===== src/rtl/uart_transmitter_pkg.sv =====
// Shared UART definitions: state encodings, frame constants and default line timing,
// so the transmit and receive sides agree on the same values.
package uart_transmitter_pkg;

   localparam int   DEFAULT_CLOCK_FREQ = 50_000_000;
   localparam int   DEFAULT_BAUD_RATE  = 115_200;
   localparam int   DATA_BITS          = 8;
   localparam logic IDLE_LEVEL         = 1'b1;

   typedef enum logic [2:0] {
      ST_IDLE   = 3'd0,
      ST_START  = 3'd1,
      ST_DATA   = 3'd2,
      ST_PARITY = 3'd3,
      ST_STOP   = 3'd4
   } tx_state_t;

   // Clock cycles per bit, truncated.
   function automatic int baud_divisor(input int clock_freq, input int baud_rate);
      return clock_freq / baud_rate;
   endfunction

endpackage


===== src/rtl/uart_baud_counter.sv =====
// Bit-period timer: counts 0..N-1 and flags the last cycle of every bit.
module uart_baud_counter #(
   parameter int N = 434
) (
   input  logic Clock,
   input  logic Reset,
   input  logic Clear,
   output logic BitDone
);

   localparam int            CW   = (N > 1) ? $clog2(N) : 1;
   localparam logic [CW-1:0] LAST = CW'(N - 1);

   logic [CW-1:0] r_count;

   // NOTE: sequential state is always updated with <= so every flop samples pre-edge values.
   always_ff @(posedge Clock) begin
      if (Reset || Clear || (r_count == LAST)) r_count <= '0;
      else                                     r_count <= r_count + CW'(1);
   end

   assign BitDone = (r_count == LAST);

endmodule


===== src/rtl/uart_transmitter.sv =====
// 8N1 UART transmitter with valid/ready byte input and a registered TX pin.
// Optional even parity bit between data and stop when UART_TX_PARITY_EN is defined.
module uart_transmitter
   import uart_transmitter_pkg::*;
#(
   parameter int ClockFreq = DEFAULT_CLOCK_FREQ,
   parameter int BaudRate  = DEFAULT_BAUD_RATE
) (
   input  logic       Clock,
   input  logic       Reset,
   input  logic [7:0] DataIn,
   input  logic       DataInValid,
   output logic       DataInReady,
   output logic       SOut
);

   localparam int         N          = baud_divisor(ClockFreq, BaudRate);
   localparam logic [2:0] LAST_INDEX = 3'(DATA_BITS - 1);

   tx_state_t  r_state, w_next_state;
   logic [7:0] r_shift, w_shift_next;
   logic [2:0] r_index, w_index_next;
   logic       r_sout,  w_sout_next;
   logic       w_bit_done;
   logic       w_clear;

   // Timer is held cleared while idle so every frame starts from a full bit period.
   assign w_clear = (r_state == ST_IDLE);

   uart_baud_counter #(.N(N)) u_baud (
      .Clock   (Clock),
      .Reset   (Reset),
      .Clear   (w_clear),
      .BitDone (w_bit_done)
   );

`ifdef UART_TX_PARITY_EN
   logic r_parity;

   always_ff @(posedge Clock) begin
      if (Reset)                                      r_parity <= 1'b0;
      else if (r_state == ST_IDLE && DataInValid)     r_parity <= ^DataIn;
   end
`endif

   // NOTE: every output of this block gets a default first, so no path can infer a latch.
   always_comb begin
      w_next_state = r_state;
      w_shift_next = r_shift;
      w_index_next = r_index;
      w_sout_next  = r_sout;
      case (r_state)
         ST_IDLE: begin
            w_sout_next = IDLE_LEVEL;
            if (DataInValid) begin
               w_next_state = ST_START;
               w_shift_next = DataIn;
               w_index_next = '0;
               w_sout_next  = 1'b0;
            end
         end
         ST_START: if (w_bit_done) begin
            w_next_state = ST_DATA;
            w_sout_next  = r_shift[0];
         end
         ST_DATA: if (w_bit_done) begin
            if (r_index == LAST_INDEX) begin
`ifdef UART_TX_PARITY_EN
               w_next_state = ST_PARITY;
               w_sout_next  = r_parity;
`else
               w_next_state = ST_STOP;
               w_sout_next  = IDLE_LEVEL;
`endif
            end else begin
               w_index_next = r_index + 3'd1;
               w_shift_next = r_shift >> 1;
               w_sout_next  = r_shift[1];
            end
         end
`ifdef UART_TX_PARITY_EN
         ST_PARITY: if (w_bit_done) begin
            w_next_state = ST_STOP;
            w_sout_next  = IDLE_LEVEL;
         end
`endif
         ST_STOP: if (w_bit_done) begin
            w_next_state = ST_IDLE;
            w_sout_next  = IDLE_LEVEL;
         end
         default: begin
            w_next_state = ST_IDLE;
            w_sout_next  = IDLE_LEVEL;
         end
      endcase
   end

   // NOTE: the shift register is reset too, so a frame aborted by reset leaves no stale byte.
   always_ff @(posedge Clock) begin
      if (Reset) begin
         r_state <= ST_IDLE;
         r_shift <= '0;
         r_index <= '0;
         r_sout  <= IDLE_LEVEL;
      end else begin
         r_state <= w_next_state;
         r_shift <= w_shift_next;
         r_index <= w_index_next;
         r_sout  <= w_sout_next;
      end
   end

   assign DataInReady = (r_state == ST_IDLE);
   assign SOut        = r_sout;

endmodule


===== config.mk =====
export PLATFORM = sky130hd
export DESIGN_NAME = uart_transmitter
export DESIGN_NICKNAME = d
export VERILOG_FILES = /design/src/rtl/uart_transmitter_pkg.sv /design/src/rtl/uart_baud_counter.sv /design/src/rtl/uart_transmitter.sv
export SDC_FILE = /design/constraint.sdc
export NUM_CORES = 1
export LEC_CHECK = 0
export ABC_AREA = 1
export ABC_CLOCK_PERIOD_IN_PS = 2090
export CORE_MARGIN = 4
export CORE_UTILIZATION = 40
export DETAILED_ROUTE_END_ITERATION = 10
export HOLD_SLACK_MARGIN = 0.03
export PLACE_DENSITY_LB_ADDON = 0.05
export SYNTH_ARGS = -nofsm -noshare
export SYNTH_HDL_FRONTEND = slang
export SYNTH_HIERARCHICAL = 1
export SYNTH_SLANG_ARGS = --single-unit

===== constraint.sdc =====
create_clock -name Clock -period 2.09 [get_ports Clock]
set_input_delay 0.418 -clock Clock [delete_from_list [all_inputs] [get_ports Clock]]
set_output_delay 0.418 -clock Clock [all_outputs]
set_load 0.005 [all_outputs]

==> summary.txt, run 1 <==
Run status
  • Status: completed

CTS
  • CTS tree: yes
  • Clk sinks: 24
  • Worst skew pair latency: 0.26 ns
  • Root Buffer: clkbuf_8
  • Setup bufs post-CTS: 0
  • Worst-path clk slew: 0.09 ns
  • CTS Hold Buffers Added: 0
  • CTS Buffer Depth: 2
  • CTS Buf Count: 3
  • H-tree depth: 1

Power
  • Reg power frac: 30.2%
  • Switching pwr: 1.14 mW
  • Sw frac: 47.0%
  • Internal power: 1.28 mW
  • Clock power share: 12.9%
  • Power density cells: 1460 nW/µm²
  • Lkg Pwr: 0.710 nW
  • Peak supply drop: 0.000579 V
  • Comb pwr share: 56.9%

Die
  • I/O Pins: 13
  • Width of the die: 68.6 µm
  • Die area: 4700 µm²
  • Die H: 68.6 µm
  • CORE AREA: 3440 µm²
  • Initial core utilization: 42.6%
  • # rows: 21

Detailed routing
  • Initial detailed-routing violation count: 114
  • Routed length per instance: 10.4 µm
  • DRC errors left: 0
  • Routed Antenna Nets: 0
  • Post-Route WL: 2760 µm
  • DR pass1 iterations: 4
  • DR vias: 1231
  • Vias per cell: 4.63

Finish
  • Layout Nets: 236
  • Layout area overhead: 12.9%
  • Most common cell after layout, fill and taps aside: nand2_1
  • Most frequent cells in the layout: nand2_1, nor2_1, dfxtp_1
  • ANT cells: 0
  • Share of layout cells above drive strength 1: 21.4%

Synthesis
  • Post-Syn Instances: 208
  • Sequential fraction of the synthesis area: 32.7%
  • Synthesis Warnings: 6
  • Post-Syn Area: 1470 µm²
  • Mean Syn Cell Area: 7.06 µm²
  • Yosys reg bits: 24
  • Synth Net Count: 223
  • Yosys cell types: 25

Critical path
  • R2R cell count: 13
  • Crit path max-delay cell type: dfxtp_1
  • Crit path capture: DataInReady
  • Stages on worst setup path: 4
  • Worst Path Buf+Inv: 3
  • Reg-to-reg critical path startpoint: u_baud/r_count[0]
  • Worst-path fanout max: 5
  • Critical Path Source: r_state[0]
  • Critical path class: reg2out
  • Crit path DAT: 1.54 ns
  • CP required: 1.67 ns
  • CP top delay family: buffers and inverters
  • Worst R2R Setup Slack: 0.34 ns
  • Slowest stage delay, CP: 0.47 ns
  • Reg2Reg Capture Point: r_shift[1]
  • Critical path, cell by cell: inv_2 > nand2_1 > inv_1 > clkdlybuf4s50_1
  • CP Launch Type: flop
  • CP Capture Type: output pin

Timing
  • Max Slew Vio Count: 0
  • Final period util: 93.6%
  • Clock skew: 0.00687 ns
  • Setup TNS: 0 ns
  • RSZ-0062 raised after global routing: false
  • Final WS setup: 0.135 ns
  • Final Setup Violations: 0
  • Max_slew headroom: 68.9%
  • Hold Fails Final Rpt: 0
  • Fmax: 0.511 GHz
  • Fin crit period: 1.96 ns
  • Worst Max-Slew Pin Slew: 0.465 ns

Placement
  • Post-DP HPWL: 2100 µm
  • Port Buffer Count: 12
  • Pre-CTS setup slack: 0.333 ns
  • Placer Congestion: 0.753

Run
  • Max cap viols: 0

Global route
  • Overall global routing resource usage: 13.9%
  • Global-route wire length before repair: 4990 µm
  • Pin count of the biggest net entering global routing: 14
  • Vias in the first global route: 1133
  • Initial antenna violation count: 0
  • Gr ovfl total: 0

Worst hold path
  • Hold crit path type: reg2reg
per-layer routing:
layer / up-vias / share of wire (%) / global-route usage [%]
li1: 661 / - / -
met4: 0 / 1.2 / 4.47
met2: 22 / 43 / 22.4
met5: - / 0 / 0
met1: 544 / 53 / 19.0
met3: 4 / 2.6 / 1.94
power by group through the flow:
stage	clock, mW	sequential, mW	combinational [mW]
CTS	0.328	0.726	1.40
finish	0.312	0.732	1.38
global placement	0	0.733	1.38
detailed placement	0	0.738	1.40
floorplan	0	0.706	1.23
global route	0.345	0.750	1.59
synth_stat cells:
cell type / number / area (µm²)
a21oi_1: 3 / 15.0
a21oi_2: 6 / 52.6
buf_12: 1 / 20.0
buf_4: 2 / 15.0
buf_6: 2 / 22.5
dfxtp_1: 24 / 480
ha_1: 4 / 50.1
inv_1: 20 / 75.1
inv_2: 6 / 22.5
nand2_1: 64 / 240
nand2_2: 2 / 12.5
nand2_4: 2 / 22.5
nand3_1: 11 / 55.1
nand3_2: 12 / 120
nand3b_2: 2 / 22.5
nor2_1: 29 / 109
nor2_2: 9 / 56.3
nor2_4: 1 / 11.3
nor3_4: 1 / 16.3
o21ai_0: 1 / 5.00
o21ai_1: 1 / 5.00
o21bai_1: 2 / 15.0
or2_1: 1 / 6.26
xnor2_1: 1 / 8.76
xor2_1: 1 / 8.76
metrics by stage:
step / total power, mW / hold slack, ns / cells / util [%] / area [µm²]
2_1_floorplan: 1.94 / 0.442 / 208 / - / 1470
3_3_place_gp: 2.11 / 0.461 / 262 / 46.3 / 1600
3_5_place_dp: 2.13 / 0.472 / 262 / 46.3 / 1600
4_1_cts: 2.46 / 0.493 / 266 / 47.9 / 1650
5_1_grt: 2.68 / 0.515 / 266 / 48.1 / 1660
6_report: 2.42 / 0.488 / 266 / 48.1 / 1660
flip-flops by register name, indices dropped and copies added (netlist names):
signal / count
u_baud/r_count: 9
r_shift: 8
r_index: 3
r_state: 3
SOut: 1
worst register-to-register path: stages (launching register included):
cell and delay [ns]:
dfxtp_1 0.40, ha_1 0.17, nand2_1 0.05, nor2_1 0.14, nand2_2 0.09, inv_1 0.06, inv_1 0.07, nand3_1 0.09
nand2_1 0.06, inv_2 0.15, buf_4 0.19, nand3_2 0.07, nand2_1 0.08, nor2_2 0.04
kinds of logic (layout without fill, tap and decap cells):
| family | Yosys count | count (layout) | synth area share, % |
|---|---|---|---|
| AND/OR/NAND/NOR | 134 | 134 | 45.8 |
| buffers and inverters | 31 | 43 | 10.6 |
| flip-flops | 24 | 24 | 32.7 |
| AO/OA/AOI/OAI | 13 | 13 | 6.31 |
| adder cells (fa/ha/maj) | 4 | 4 | 3.41 |
| XOR/XNOR | 2 | 2 | 1.19 |
area by class of cell:
cell class                      instances  area, µm²
Clock buffer                            4       55.1
Multi-Input combinational cell        153        837
Inverter                               26       97.6
Fill cell                             358       1790
Timing Repair Buffer                   13        128
Tap cell                               46       57.6
Sequential cell                        24        482
timing repair:
action | CTS | global route
hold endpoints to repair | 0 | 0
resized for setup | 0 | 2
endpoints found under the setup margin | 0 | 1
worst min path at each step:
stage | startpoint | slack, ns | end | cells past startpoint
6_report | u_baud/r_count[0] | 0.49 | u_baud/r_count[0] | 1
5_1_grt | u_baud/r_count[7] | 0.52 | u_baud/r_count[7] | 2
4_1_cts | r_index[2] | 0.49 | r_index[2] | 2
3_5_place_dp | r_index[2] | 0.47 | r_index[2] | 2
3_3_place_gp | r_index[2] | 0.46 | r_index[2] | 2
2_1_floorplan | r_shift[7] | 0.44 | r_shift[7] | 2
No activity file was read; power rests on OpenSTA's default activity.
==> inputs of run 2 (changes only) <==
--- a/config.mk
+++ b/config.mk
@@ -6,12 +6,13 @@
 export NUM_CORES = 1
 export LEC_CHECK = 0
 export ABC_AREA = 1
-export ABC_CLOCK_PERIOD_IN_PS = 2090
+export ABC_CLOCK_PERIOD_IN_PS = 2200
 export CORE_MARGIN = 4
 export CORE_UTILIZATION = 40
 export DETAILED_ROUTE_END_ITERATION = 10
 export HOLD_SLACK_MARGIN = 0.03
 export PLACE_DENSITY_LB_ADDON = 0.05
+export SLEW_MARGIN = 20
 export SYNTH_ARGS = -nofsm -noshare
 export SYNTH_HDL_FRONTEND = slang
 export SYNTH_HIERARCHICAL = 1
==> constraint.sdc (replaced) <==
create_clock -name Clock -period 2.2 [get_ports Clock]
set_input_delay 0.44 -clock Clock [delete_from_list [all_inputs] [get_ports Clock]]
set_output_delay 0.44 -clock Clock [all_outputs]
set_load 0.005 [all_outputs]
==> summary.txt, run 2 (synthesized netlist as in run 1, its figures left out) <==
Timing
  • Final period util: 94.5%
  • Fmax: 0.481 GHz
  • Hold Fails Final Rpt: 0 (unchanged)
  • RSZ-0062 raised after global routing: false
  • Fin crit period: 2.08 ns
  • Max Slew Vio Count: 0 (unchanged)
  • Final Setup Violations: 0 (unchanged)
  • Final WS setup: 0.121 ns (-0.0133 ns)
  • Max_slew headroom: 69.0% (+0.074 points)
  • Clock skew: 0.00526 ns (-0.00161 ns)
  • Worst Max-Slew Pin Slew: 0.464 ns (-0.00110 ns)
  • Setup TNS: 0 ns (unchanged)

Detailed routing
  • DR vias: 1235 (+0.32%)
  • Post-Route WL: 2830 µm (+2.5%)
  • DR pass1 iterations: 4 (unchanged)
  • Routed Antenna Nets: 0 (unchanged)
  • Vias per cell: 4.66 (+0.70%)
  • Met2 WL post-DR: 1220 µm (+2.3%)
  • Top Metal Used: met4
  • Wl on met1: 1460 µm (about the same)
  • Initial detailed-routing violation count: 88 (-23%)
  • DRC errors left: 0 (unchanged)
  • Routed length per instance: 10.7 µm (+2.8%)
  • Routed length on met3: 120 µm (+69%)

Finish
  • Layout Nets: 235 (-0.42%)
  • Most frequent cells in the layout: nand2_1, nor2_1, dfxtp_1
  • Top flop regs: u_baud/r_count x9, r_shift x8
  • Reg with most FFs: u_baud/r_count
  • Max reg flops: 9 (unchanged)
  • ANT cells: 0 (unchanged)
  • Area occupied by multi-input gates: 832 µm² (-0.60%)
  • Register area: 480 µm² (-0.26%)
  • Fill count: 339 (-5.3%)
  • Layout area overhead: 13.0%
  • Most common cell after layout, fill and taps aside: nand2_1
  • Share of layout cells above drive strength 1: 20.5% (-0.82 points)

Critical path
  • Critical path class: reg2out
  • Worst-path fanout max: 7 (+2)
  • CP Capture Type: output pin
  • Critical path, cell by cell: nor2_2 > nand2_1 > inv_1 > clkdlybuf4s50_1
  • CP Launch Type: flop
  • CP required: 1.76 ns (+0.09 ns)
  • Crit path max-delay cell type: clkdlybuf4s50_1
  • Crit path DAT: 1.64 ns (+0.10 ns)
  • Slowest stage delay, CP: 0.51 ns (+0.04 ns)

CTS
  • H-tree depth: 1 (unchanged)
  • CTS Buf Count: 3 (unchanged)
  • Worst-path clk slew: 0.08 ns (about the same)
  • CTS Hold Buffers Added: 0 (unchanged)
  • Worst skew pair latency: 0.27 ns (about the same)
  • Root Buffer: clkbuf_8
  • CTS Buffer Depth: 2 (unchanged)
  • # resized after CTS: 0 (unchanged)
  • Setup bufs post-CTS: 0 (unchanged)
  • CTS tree: yes
  • Clk sinks: 24 (unchanged)

Run
  • Max cap viols: 0 (unchanged)

Worst hold path
  • Hold crit path type: reg2reg

Power
  • Tot Pwr: 2.36 mW (-2.8%)
  • Comb pwr share: 53.9% (-3.0 points)
  • Sw frac: 45.7% (-1.4 points)
  • Lkg Pwr: 0.710 nW (about the same)
  • Power density cells: 1420 nW/µm² (-2.9%)
  • Clock power share: 16.6% (+3.7 points)
  • Internal power: 1.28 mW (-0.27%)
  • Reg power frac: 29.4% (-0.8 points)
  • Switching pwr: 1.08 mW (-5.6%)
  • Peak supply drop: 0.000498 V (-14%)

Placement
  • Pre-CTS setup slack: 0.334 ns (+0.00149 ns)
  • Placer Congestion: 0.777 (+3.1%)
  • Post-DP HPWL: 2090 µm (-0.17%)
  • Port Buffer Count: 12 (unchanged)

Die
  • Die area: 4700 µm² (unchanged)
  • Width of the die: 68.6 µm (unchanged)
  • Die H: 68.6 µm (unchanged)
  • Initial core utilization: 42.6% (unchanged)
  • I/O Pins: 13 (unchanged)
  • # rows: 21 (unchanged)
  • CORE AREA: 3440 µm² (unchanged)

Global route
  • Pin count of the biggest net entering global routing: 15 (+1)
  • Global-route wire length before repair: 5160 µm (+3.5%)
  • Vias in the first global route: 1191 (+5.1%)
  • Overall global routing resource usage: 14.3% (+0.38 points)
  • Gr ovfl total: 0 (unchanged)
  • Initial antenna violation count: 0 (unchanged)

Run status
  • Status: completed
==> run 2: cell types whose count changed in the layout (fill, tap and decap cells not counted) <==
cell and delta:
nor2_4 -1, nor2_2 +1, clkbuf_8 -1, buf_4 -1, bufinv_16 +1, dfxtp_2 -1, dfxtp_1 +1
==> run 2: critical path: cells and delay by family, from the launching register on <==
| family | cells | cell delay (ns) |
|---|---|---|
| DFF | 1 | 0.43 |
| buffers and inverters | 2 | 0.63 |
| and+or+nand+nor | 2 | 0.32 |
==> run 2: routing by layer <==
| layer | up-vias | track usage [%] |
|---|---|---|
| met1 | 546 | 20.4 |
| met2 | 21 | 21.7 |
| met5 | - | 0 |
| li1 | 664 | - |
| met3 | 4 | 1.94 |
| met4 | 0 | 5.21 |
==> run 2: power groups by stage <==
stage | registers [mW] | clock network [mW] | logic (mW)
final | 0.693 | 0.392 | 1.27
after global routing | 0.713 | 0.419 | 1.48
after CTS | 0.694 | 0.404 | 1.29
after detailed placement | 0.703 | 0 | 1.28
after global placement | 0.698 | 0 | 1.27
after floorplan | 0.671 | 0 | 1.17
==> run 2: path summary, 6_finish.rpt <==
check               startpoint  depth (start not counted)  slack (ns)     endpoint
max                 r_state[2]                          4        0.12  DataInReady
min                 r_shift[7]                          2        0.49   r_shift[7]
max reg2reg  u_baud/r_count[0]                         13        0.33   r_shift[2]
min reg2reg         r_shift[7]                          2        0.49   r_shift[7]
==> run 2: cell type report <==
type / count / area share (%)
clock buffer: 3 / 2.49
clock inverter: 1 / 1.81
inverter: 26 / 5.88
multi-input combinational: 153 / 50.2
sequential: 24 / 29.0
tap: 46 / 3.47
timing repair buffer: 12 / 7.24
==> run 2: per-stage QoR <==
step	utilization, %	hold slack [ns]	std cells	cell area (µm²)
after floorplan	-	0.442	208	1470
after global placement	46.1	0.466	261	1590
after detailed placement	46.1	0.468	261	1590
after CTS	48.2	0.484	265	1660
after global routing	48.2	0.508	265	1660
final	48.2	0.490	265	1660
